### config.mk
export PLATFORM = sky130hd
export DESIGN_NAME = id_ex_stage
export DESIGN_NICKNAME = d
export VERILOG_FILES = /design/src/rtl/id_ex_stage.sv
export SDC_FILE = /design/constraint.sdc
export NUM_CORES = 1
export LEC_CHECK = 0
export ABC_CLOCK_PERIOD_IN_PS = 1950
export BUFFER_PORTS_ARGS = -buffer_cell sky130_fd_sc_hd__buf_4
export CORE_AREA = 5 5 117 119
export DETAILED_ROUTE_END_ITERATION = 8
export DIE_AREA = 0 0 122 124
export GPL_TIMING_DRIVEN = 0
export PLACE_DENSITY = 0.8
export SKIP_CTS_REPAIR_TIMING = 1
export SYNTH_ARGS = -nofsm -noshare
export SYNTH_HDL_FRONTEND = slang
export SYNTH_SLANG_ARGS = --single-unit
export TNS_END_PERCENT = 1
### constraint.sdc
create_clock -name clk -period 1.95 [get_ports clk]
set_input_delay 0.2925 -clock clk [delete_from_list [all_inputs] [get_ports clk]]
set_output_delay 0.2925 -clock clk [all_outputs]
set_load 0.02 [all_outputs]
### src/rtl/id_ex_stage.sv
// ID/EX pipeline register with load-use hazard detection and bubble insertion.
// Optional STALL_CNT_EN macro builds saturating bubble/flush performance counters.
module id_ex_stage #(
    parameter int unsigned DATA_W     = 32,
    parameter logic [5:0]  LW_OPCODE  = 6'b100011,
    parameter logic [5:0]  NOP_OPCODE = 6'b000000,
    parameter int unsigned CNT_W      = 16
) (
    input  logic              clk,
    input  logic              rst_n,
    input  logic              id_valid,
    input  logic [5:0]        id_opcode,
    input  logic [4:0]        id_rs,
    input  logic [4:0]        id_rt,
    input  logic [4:0]        id_rd,
    input  logic              id_reads_rt,
    input  logic [DATA_W-1:0] id_rs_data,
    input  logic [DATA_W-1:0] id_rt_data,
    input  logic [DATA_W-1:0] id_imm,
    input  logic              flush,
    input  logic              ext_stall,
    output logic              ex_valid,
    output logic [5:0]        ex_opcode,
    output logic [4:0]        ex_rs,
    output logic [4:0]        ex_rt,
    output logic [4:0]        ex_rd,
    output logic [DATA_W-1:0] ex_rs_data,
    output logic [DATA_W-1:0] ex_rt_data,
    output logic [DATA_W-1:0] ex_imm,
    output logic              stall,
    output logic [CNT_W-1:0]  bubble_cnt,
    output logic [CNT_W-1:0]  flush_cnt
);

    typedef struct packed {
        logic              valid;
        logic [5:0]        opcode;
        logic [4:0]        rs;
        logic [4:0]        rt;
        logic [4:0]        rd;
        logic [DATA_W-1:0] rs_data;
        logic [DATA_W-1:0] rt_data;
        logic [DATA_W-1:0] imm;
    } ex_t;

    ex_t  ex_q, ex_d;
    logic hazard;

    // Load in EX whose nonzero destination is read by the live instruction in ID.
    always_comb begin
        hazard = ex_q.valid && id_valid && (ex_q.opcode == LW_OPCODE) &&
                 (ex_q.rd != 5'd0) &&
                 ((ex_q.rd == id_rs) || (id_reads_rt && (ex_q.rd == id_rt)));
    end

    assign stall = hazard && !flush && !ext_stall;

    always_comb begin
        ex_d = ex_q;
        if (ext_stall) begin
            ex_d = ex_q;
        end else if (flush || hazard) begin
            ex_d        = '0;
            ex_d.opcode = NOP_OPCODE;
        end else begin
            // Dead slots carry NOP/zero register ids so forwarding never matches them.
            ex_d.valid   = id_valid;
            ex_d.opcode  = id_valid ? id_opcode : NOP_OPCODE;
            ex_d.rs      = id_valid ? id_rs : 5'd0;
            ex_d.rt      = id_valid ? id_rt : 5'd0;
            ex_d.rd      = id_valid ? id_rd : 5'd0;
            ex_d.rs_data = id_rs_data;
            ex_d.rt_data = id_rt_data;
            ex_d.imm     = id_imm;
        end
    end

    always_ff @(posedge clk or negedge rst_n) begin
        if (!rst_n) begin
            ex_q <= '0;
        end else begin
            ex_q <= ex_d;
        end
    end

    assign ex_valid   = ex_q.valid;
    assign ex_opcode  = ex_q.opcode;
    assign ex_rs      = ex_q.rs;
    assign ex_rt      = ex_q.rt;
    assign ex_rd      = ex_q.rd;
    assign ex_rs_data = ex_q.rs_data;
    assign ex_rt_data = ex_q.rt_data;
    assign ex_imm     = ex_q.imm;

`ifdef STALL_CNT_EN
    logic [CNT_W-1:0] bubble_cnt_q, bubble_cnt_d;
    logic [CNT_W-1:0] flush_cnt_q, flush_cnt_d;

    // Saturating event counters; frozen while the pipeline is held.
    always_comb begin
        bubble_cnt_d = bubble_cnt_q;
        flush_cnt_d  = flush_cnt_q;
        if (!ext_stall) begin
            if (flush) begin
                if (flush_cnt_q != '1) flush_cnt_d = flush_cnt_q + CNT_W'(1);
            end else if (hazard) begin
                if (bubble_cnt_q != '1) bubble_cnt_d = bubble_cnt_q + CNT_W'(1);
            end
        end
    end

    always_ff @(posedge clk or negedge rst_n) begin
        if (!rst_n) begin
            bubble_cnt_q <= '0;
            flush_cnt_q  <= '0;
        end else begin
            bubble_cnt_q <= bubble_cnt_d;
            flush_cnt_q  <= flush_cnt_d;
        end
    end

    assign bubble_cnt = bubble_cnt_q;
    assign flush_cnt  = flush_cnt_q;
`else
    assign bubble_cnt = '0;
    assign flush_cnt  = '0;
`endif

endmodule

==> results, run 1 <==
- In this run the tool buffered the top-level ports with 241 buffer cells.
- The routed design could run at a clock period as short as about 2.3 ns.
- The mapped netlist covers about 5800 um2.
- The max-slew violation count is 0.
- The first-pass GRT wire length is 29900 um.
- The total placed cells including tap cells is ~1000.
- The clock passes through at most 2 buffers.
- The hold violation total from the final report came to 0.
- The distinct cell type count of the synthesized netlist is 22.
- The maximum level of the CTS H-tree is 4.
- The number of clock sinks is ~120.
- After clock tree synthesis, the clock-pin slew on the worst setup and hold paths is around 0.05 ns.
- The share of cells above drive strength 1 is 0.370.
- The pin count of the biggest net entering global routing is 64.
- STA puts the critical path data required time at 1.66 ns.
- The area of all placed cells without fillers is roughly 8700 um2.
- Global routing finished with a remaining overflow of 0.
- The overall track demand over capacity in global routing is 0.254.
- The final worst clock skew is 0.00797 ns.
- 274 I/O pins were placed.
- After floorplanning, the core was divided into between 40 and 50 placement rows.
- TritonCTS built the clock tree.
- The placeable core region is 12500 um2.
- The worst path setup slack after routing is -0.340 ns.
- Detailed placement finished with a half-perimeter wire length of ~14000 um.
- The clock tree root buffer cell is clkbuf_16.
- For the worst setup path, the data arrival time is around 2.0 ns.
- The fraction of the yosys area taken by sequential cells is 0.512.
- The number of buffers added by the clock tree synthesis step is 17.
- The initial cell density of the core is 0.463.
- The post-route worst hold slack is between 0.1 and 0.15 ns.
- The overall power after layout is 8.00 mW.
- In the routed design, unresolved DRC markers number 0.
- During synthesis, Yosys emitted a total of 0 warnings.
- Of the available clock period, the critical path in the final layout requires 1.17.
- The mean instance size in the synthesized netlist is around 10 um2.
- The first detailed-routing pass took 6 iterations.
- The via count normalized by instance count is roughly 5.5.
- The critical-path maximum fanout is 5.
- Of the post-synthesis cell area, the dominant cell type holds 0.512.
- The timing-limited maximum frequency is approximately 0.44 GHz.
- At the pin with the least slew margin, the transition time is between 0.6 and 0.7 ns.
- The most area-hungry cell type in the Yosys netlist is dfrtp_1.
- The post-synthesis register bit count is ~120.
- The die covers between 15000 and 20000 um2.
- Setup repair after global routing could not meet its margin everywhere.
- The flow ran to the end, but the final reports show violations.
- The final layout contains a little over 1000 nets.
- The remaining max-slew budget at the tightest pin is 0.558.
- At the end of routability-driven placement, the weighted congestion stood at between 0.8 and 0.9.
- The startpoint kind of the worst setup timing path is a flop.
- The source-to-sink clock delay at the later pin of the worst-skew pair is between 0.4 and 0.5 ns.
- From synthesis to final layout, the design area changed by 50.0%.
- IR analysis of the VDD net gives a maximum drop of between 0.0006 and 0.0007 V.
- The floorplan die width is 122 um.
- The number of antenna diodes in the final layout is 0.
- The number of max-cap violations is 0.
- The count of routing violations after the opening detailed-route iteration is 602.
- The count of nets left with antenna violations once routing finished came out at 0.
- For this design the ratio of total power to cell area is 924 nW/um2.
- The static leakage is slightly below 4 nW.
- The overall die height is approximately 120 um.
- Yosys attributes the largest share of cell area to dfrtp_1 51%, a32oi_1 18%, nand2_1 7.8%, o21ai_0 7.5%, buf_4 4.4%.
- The number of failing setup endpoints in the final timing report is 8.
- Dividing the detail-routed wire length by the instance count gives approximately 18 um.
- The number of standard cells after synthesis is around 590.
- The overall via count from detail_route is slightly below 6000.
- After detailed routing, the total wire length is approximately 20000 um.
- The count of non-filler cells in the finished layout is between 1000 and 1500.
- The number of global-route vias before repair was about 5700.
- STA classifies the critical path endpoint as an output port.
- The path class of the tightest hold or removal check is in -> reg.
- The final reports fail on setup timing.
- The initial antenna violation count is 0.
- After detailed placement, the total cell area comes to about 8000 um2.
- The classification of the worst setup path is reg -> out.
final cells by class:
class                   count  area, um2
plain buffers              96        584
clock buffers              24        492
clock inverters             8        120
fillers                   962       3810
multi-input cells         408       2390
flip-flops and latches    118       2960
well taps                 172        215
repair buffers            248       1900
layout by cell type, fill, tap and decap left out, types with 2 or more instances in the layout:
| cell | instances |
|---|---|
| xnor2_1 | 10 |
| clkinv_2 | 3 |
| dfrtp_2 | 3 |
| o21ai_1 | 34 |
| clkbuf_16 | 17 |
| clkbuf_8 | 4 |
| nand2_1 | 120 |
| bufinv_16 | 3 |
| clkinvlp_4 | 2 |
| dfrtp_1 | 115 |
| buf_4 | 277 |
| buf_1 | 2 |
| a32oi_1 | 117 |
| clkbuf_2 | 4 |
| o21ai_0 | 84 |
| clkbuf_1 | 46 |
| conb_1 | 32 |
| buf_6 | 15 |
worst paths after layout:
check	to	startpoint	slack (ns)	cells after the start
min	ex_rd[1]	id_rd[1]	0.12	3
min in group asynchronous	ex_rs_data[14]	rst_n	0.41	2
max in group asynchronous	ex_rd[4]	rst_n	0.83	3
max reg2reg	ex_rs_data[29]	ex_rd[2]	-0.02	6
min reg2reg	ex_rs[2]	ex_rs[2]	0.49	2
max	stall	ex_rd[1]	-0.34	5
where the power goes:
part | switching [mW] | internal, mW
Clock | 1.10 | 2.14
Combinational | 1.03 | 0.793
Sequential | 0.198 | 2.74
Total | 2.33 | 5.67
cell families (layout without fill, tap and decap cells):
| group | Yosys count | count (layout) | share of synthesized area |
|---|---|---|---|
| compound gates | 238 | 238 | 0.285 |
| xor+xnor | 10 | 10 | 0.0152 |
| buf+inv | 97 | 376 | 0.0996 |
| simple gates | 128 | 128 | 0.0881 |
| flops | 118 | 118 | 0.512 |
| other cells | 1 | 32 | 0.000650 |
worst max-delay path: stages, from the launching register on:
cell and delay, ns:
dfrtp_2 0.44, or4_4 0.56, o211ai_4 0.23, buf_6 0.13, nor4b_4 0.04, buf_4 0.18
cells in the mapped netlist (all sizes together):
cell type and count:
nand2 120, dfrtp 118, o21ai 118, a32oi 117, clkbuf 50, buf 47
xnor2 10, a22oi 1, and2 1, and4b 1, conb 1, nand3 1
nand4 1, nor2 1, nor4b 1, nor4bb 1, o211ai 1, o22ai 1
or4 1
state kept, by name, summed over array words and instances, names as in the netlist:
signal	count
ex_rd	5
ex_rt	5
ex_rs_data	32
ex_imm	32
ex_valid	1
ex_opcode	6
ex_rs	5
ex_rt_data	32
per-layer routing:
metal	vias to the layer above	global-route usage	wire length, um
met5	-	0	0
met1	2798	0.325	7780
met3	39	0.0963	2110
met4	0	0.0952	387
li1	2761	-	-
met2	341	0.395	9430
per-stage QoR:
| stage | setup WS [ns] | util | TNS [ns] |
|---|---|---|---|
| CTS | -0.640 | 0.687 | -26.13 |
| global placement | -0.228 | 0.636 | -19.62 |
| global route | -0.393 | 0.694 | -7.79 |
| finish | -0.340 | 0.694 | -0.408 |
| detailed placement | -0.258 | 0.638 | -22.90 |
| floorplan | 0.0390 | - | 0 |
Note: power is estimated with default switching activity, not from simulation.
==> run 2, diff against run 1 <==
CORE_AREA = 2 2 114 116   (was 5 5 117 119)
DIE_AREA = 0 0 116 118   (was 0 0 122 124)
==> results, run 2 (synthesized netlist as in run 1, its figures left out) <==
- The final critical delay including setup and external delays is 2.29 ns (-0.00347 ns).
- The total power per unit cell area was 899 nW/um2 (-2.7%).
- The period utilization was 1.17 (-0.00178).
- The hold violation total from the final report is 0 (unchanged).
- The share of cells above drive strength 1 was 0.367 (-0.00362).
- The static leakage is 3.92 nW (-0.11%).
- The timing-limited maximum frequency is 0.437 GHz (+0.15%).
- The number of nets in the finished design came to 1013 (+0.099%).
- The arrival time at the worst endpoint is 1.99 ns (about the same).
- The pin count of the biggest net entering global routing was 63 (-1.6%).
- The pin slew with the least headroom to its limit came to 0.725 ns (+0.0616 ns).
- The count of nets left with antenna violations after detail routing is 0 (unchanged).
- Setup repair after global routing could not meet its margin everywhere.
- The worst stage delay on the critical path is 0.55 ns (about the same).
- The maximum level of the CTS H-tree is 4 (unchanged).
- The initial cell density of the core came to 0.465 (+0.00191).
- The endpoint type of the worst setup path is an output port.
- The via count normalized by instance count is 5.62 (+1.6%).
- The signal on the critical path passes through or4_4 -> o211ai_2 -> buf_6 -> nor4b_4 -> buf_4.
- The classification of the worst setup path is reg -> out.
- The aggregate routed wire length is 19300 um (-1.9%).
- The deepest clock path buffer count was 2 (unchanged).
- The checks that failed: setup timing.
- The largest voltage drop on the vdd net came to 0.000632 V (-2.3%).
- The flow ran to the end, but the final reports show violations.
- The die footprint is 13700 um2 (-9.5%).
- The overall via count from detail_route is 6025 (+1.4%).
- The clock tree root buffer cell is clkbuf_16.
- The critical-path maximum fanout is 5 (unchanged).
- The weighted congestion reported at the end of routability-driven placement is 0.844 (+5.3%).
- The total area of multi-input combinational cells came to 2380 um2 (-0.37%).
- The residual overflow from global routing is 0 (unchanged).
- The post-route worst hold slack was 0.122 ns (-0.000405 ns).
- The initial antenna violation count is 0 (unchanged).
- The overall die height is 118 um (-4.8%).
- The clock transition at the register clock pins on the worst setup and hold paths after CTS is 0.05 ns (about the same).
- The number of failing setup endpoints in the final timing report came to 92 (+84).
- The placeable core region was 12400 um2 (-0.41%).
- The remaining design rule violation count is 0 (unchanged).
- The cell count of the worst hold path is 3 (unchanged).
- The flip-flop and latch area is 2960 um2 (unchanged).
- The number of max-cap violations is 0 (unchanged).
- Leaving out fill and tap cells, the most frequent cell in the layout is buf_4.
- The number of global-route vias before repair was 5719 (+0.63%).
- The antenna cell count is 0 (unchanged).
- The source-to-sink clock delay at the later pin of the worst-skew pair came to 0.42 ns (about the same).
- The overall track demand over capacity in global routing was 0.279 (+0.0243).
- The boundary pin count is 274 (unchanged).
- The routed wire length per instance came to 18.0 um (-1.8%).
- The overall power after layout is 7.74 mW (-3.2%).
- The clock tree from TritonCTS is done.
- The count of input and output buffers is 241 (unchanged).
- The library cells used most frequently in the layout, excluding fill and tap cells, are 277 x buf_4, 120 x nand2_1, 117 x a32oi_1, 115 x dfrtp_1, 64 x o21ai_0.
- The required time at the endpoint of the critical path is 1.66 ns (about the same).
- The total negative slack for setup checks came to -2.52 ns (-2.11 ns).
- The number of clock sinks is 118 (unchanged).
- The floorplan die width is 116 um (-4.9%).
- The number of core rows is 41 (unchanged).
- The number of buffers added by the clock tree synthesis step is 17 (unchanged).
- The kind of cell with the highest combined delay on the critical path is simple AND/OR/NAND/NOR gates.
- The count of routing violations after the opening detailed-route iteration is 556 (-7.6%).
- The final worst clock skew is 0.00979 ns (+0.00182 ns).
- The number of stages on the worst setup path came to 5 (unchanged).
- The first-pass iteration count of the detailed router is 7 (+1).
- The max-slew violation count is 0 (unchanged).
- The pre-CTS setup slack is -0.319 ns (-0.0614 ns).
- The count of filler cells inserted in the layout came to 1016 (+5.6%).
- The half-perimeter wire length of the detailed placement result is 13700 um (-2.4%).
- The number of buffer and inverter instances along the worst setup path came to 2 (unchanged).
- The worst path setup slack after routing was -0.336 ns (+0.00347 ns).
- The remaining max-slew budget at the tightest pin is 0.517 (-0.0411).
- The first-pass GRT wire length is 29700 um (-0.79%).
- The startpoint kind of the worst setup timing path is a flop.
- The slowest stage of the critical path belongs to the cell or4_4.
- In this run the worst hold path is classified as in -> reg.
- The depth of the most critical reg-to-reg path is 7 (+1).
- The area growth from synthesis to layout is 49.3%.
run 2: cell count changes in the layout (fill, tap and decap cells not counted), moves of 4 or more:
cell / change
buf_6: -5
o21ai_1: +20
o21ai_0: -20
buf_8: +4
run 2: routing by layer:
| metal | part of all wire | global-route usage | routed length [um] |
|---|---|---|---|
| met5 | 0 | 0 | 0 |
| met4 | 0.021 | 0.111 | 408 |
| met3 | 0.091 | 0.0881 | 1760 |
| met2 | 0.48 | 0.439 | 9300 |
| met1 | 0.41 | 0.356 | 7840 |
run 2: cell type report:
| class | instances | area share |
|---|---|---|
| flip-flops and latches | 118 | 0.343 |
| multi-input cells | 408 | 0.277 |
| repair buffers | 249 | 0.221 |
| plain buffers | 96 | 0.0703 |
| clock buffers | 24 | 0.0548 |
| well taps | 172 | 0.0250 |
| clock inverters | 5 | 0.00872 |
run 2: path summary, 6_finish.rpt:
| path | startpoint | end | slack [ns] |
|---|---|---|---|
| worst min register to register | ex_rs_data[15] | ex_rs_data[15] | 0.49 |
| worst min-delay path | id_rt_data[3] | ex_rt_data[3] | 0.12 |
| worst max-delay path | ex_rd[2] | stall | -0.34 |
| max in group asynchronous | rst_n | ex_rt_data[20] | 0.84 |
| worst max register to register | ex_rd[2] | ex_rs_data[27] | -0.09 |
| min in group asynchronous | rst_n | ex_rs_data[14] | 0.40 |
run 2: worst reg2reg max path: cells and delay by family (launching register included):
kind	cells	cell delay (ns)
buf+inv	3	0.47
flops	1	0.45
simple gates	1	0.55
compound gates	3	0.47
run 2: stage by stage:
stage	utilization	std cells	cell area (um2)
5_1_grt	0.694	1072	8610
2_1_floorplan	-	623	5900
6_report	0.694	1072	8610
3_3_place_gp	0.638	1036	7920
4_1_cts	0.685	1066	8500
3_5_place_dp	0.641	1037	7960
run 2: where the power goes:
part | internal, mW | total (mW) | switching (mW)
Combinational | 0.794 | 1.82 | 1.02
Sequential | 2.74 | 2.94 | 0.204
Clock | 1.92 | 2.98 | 1.06
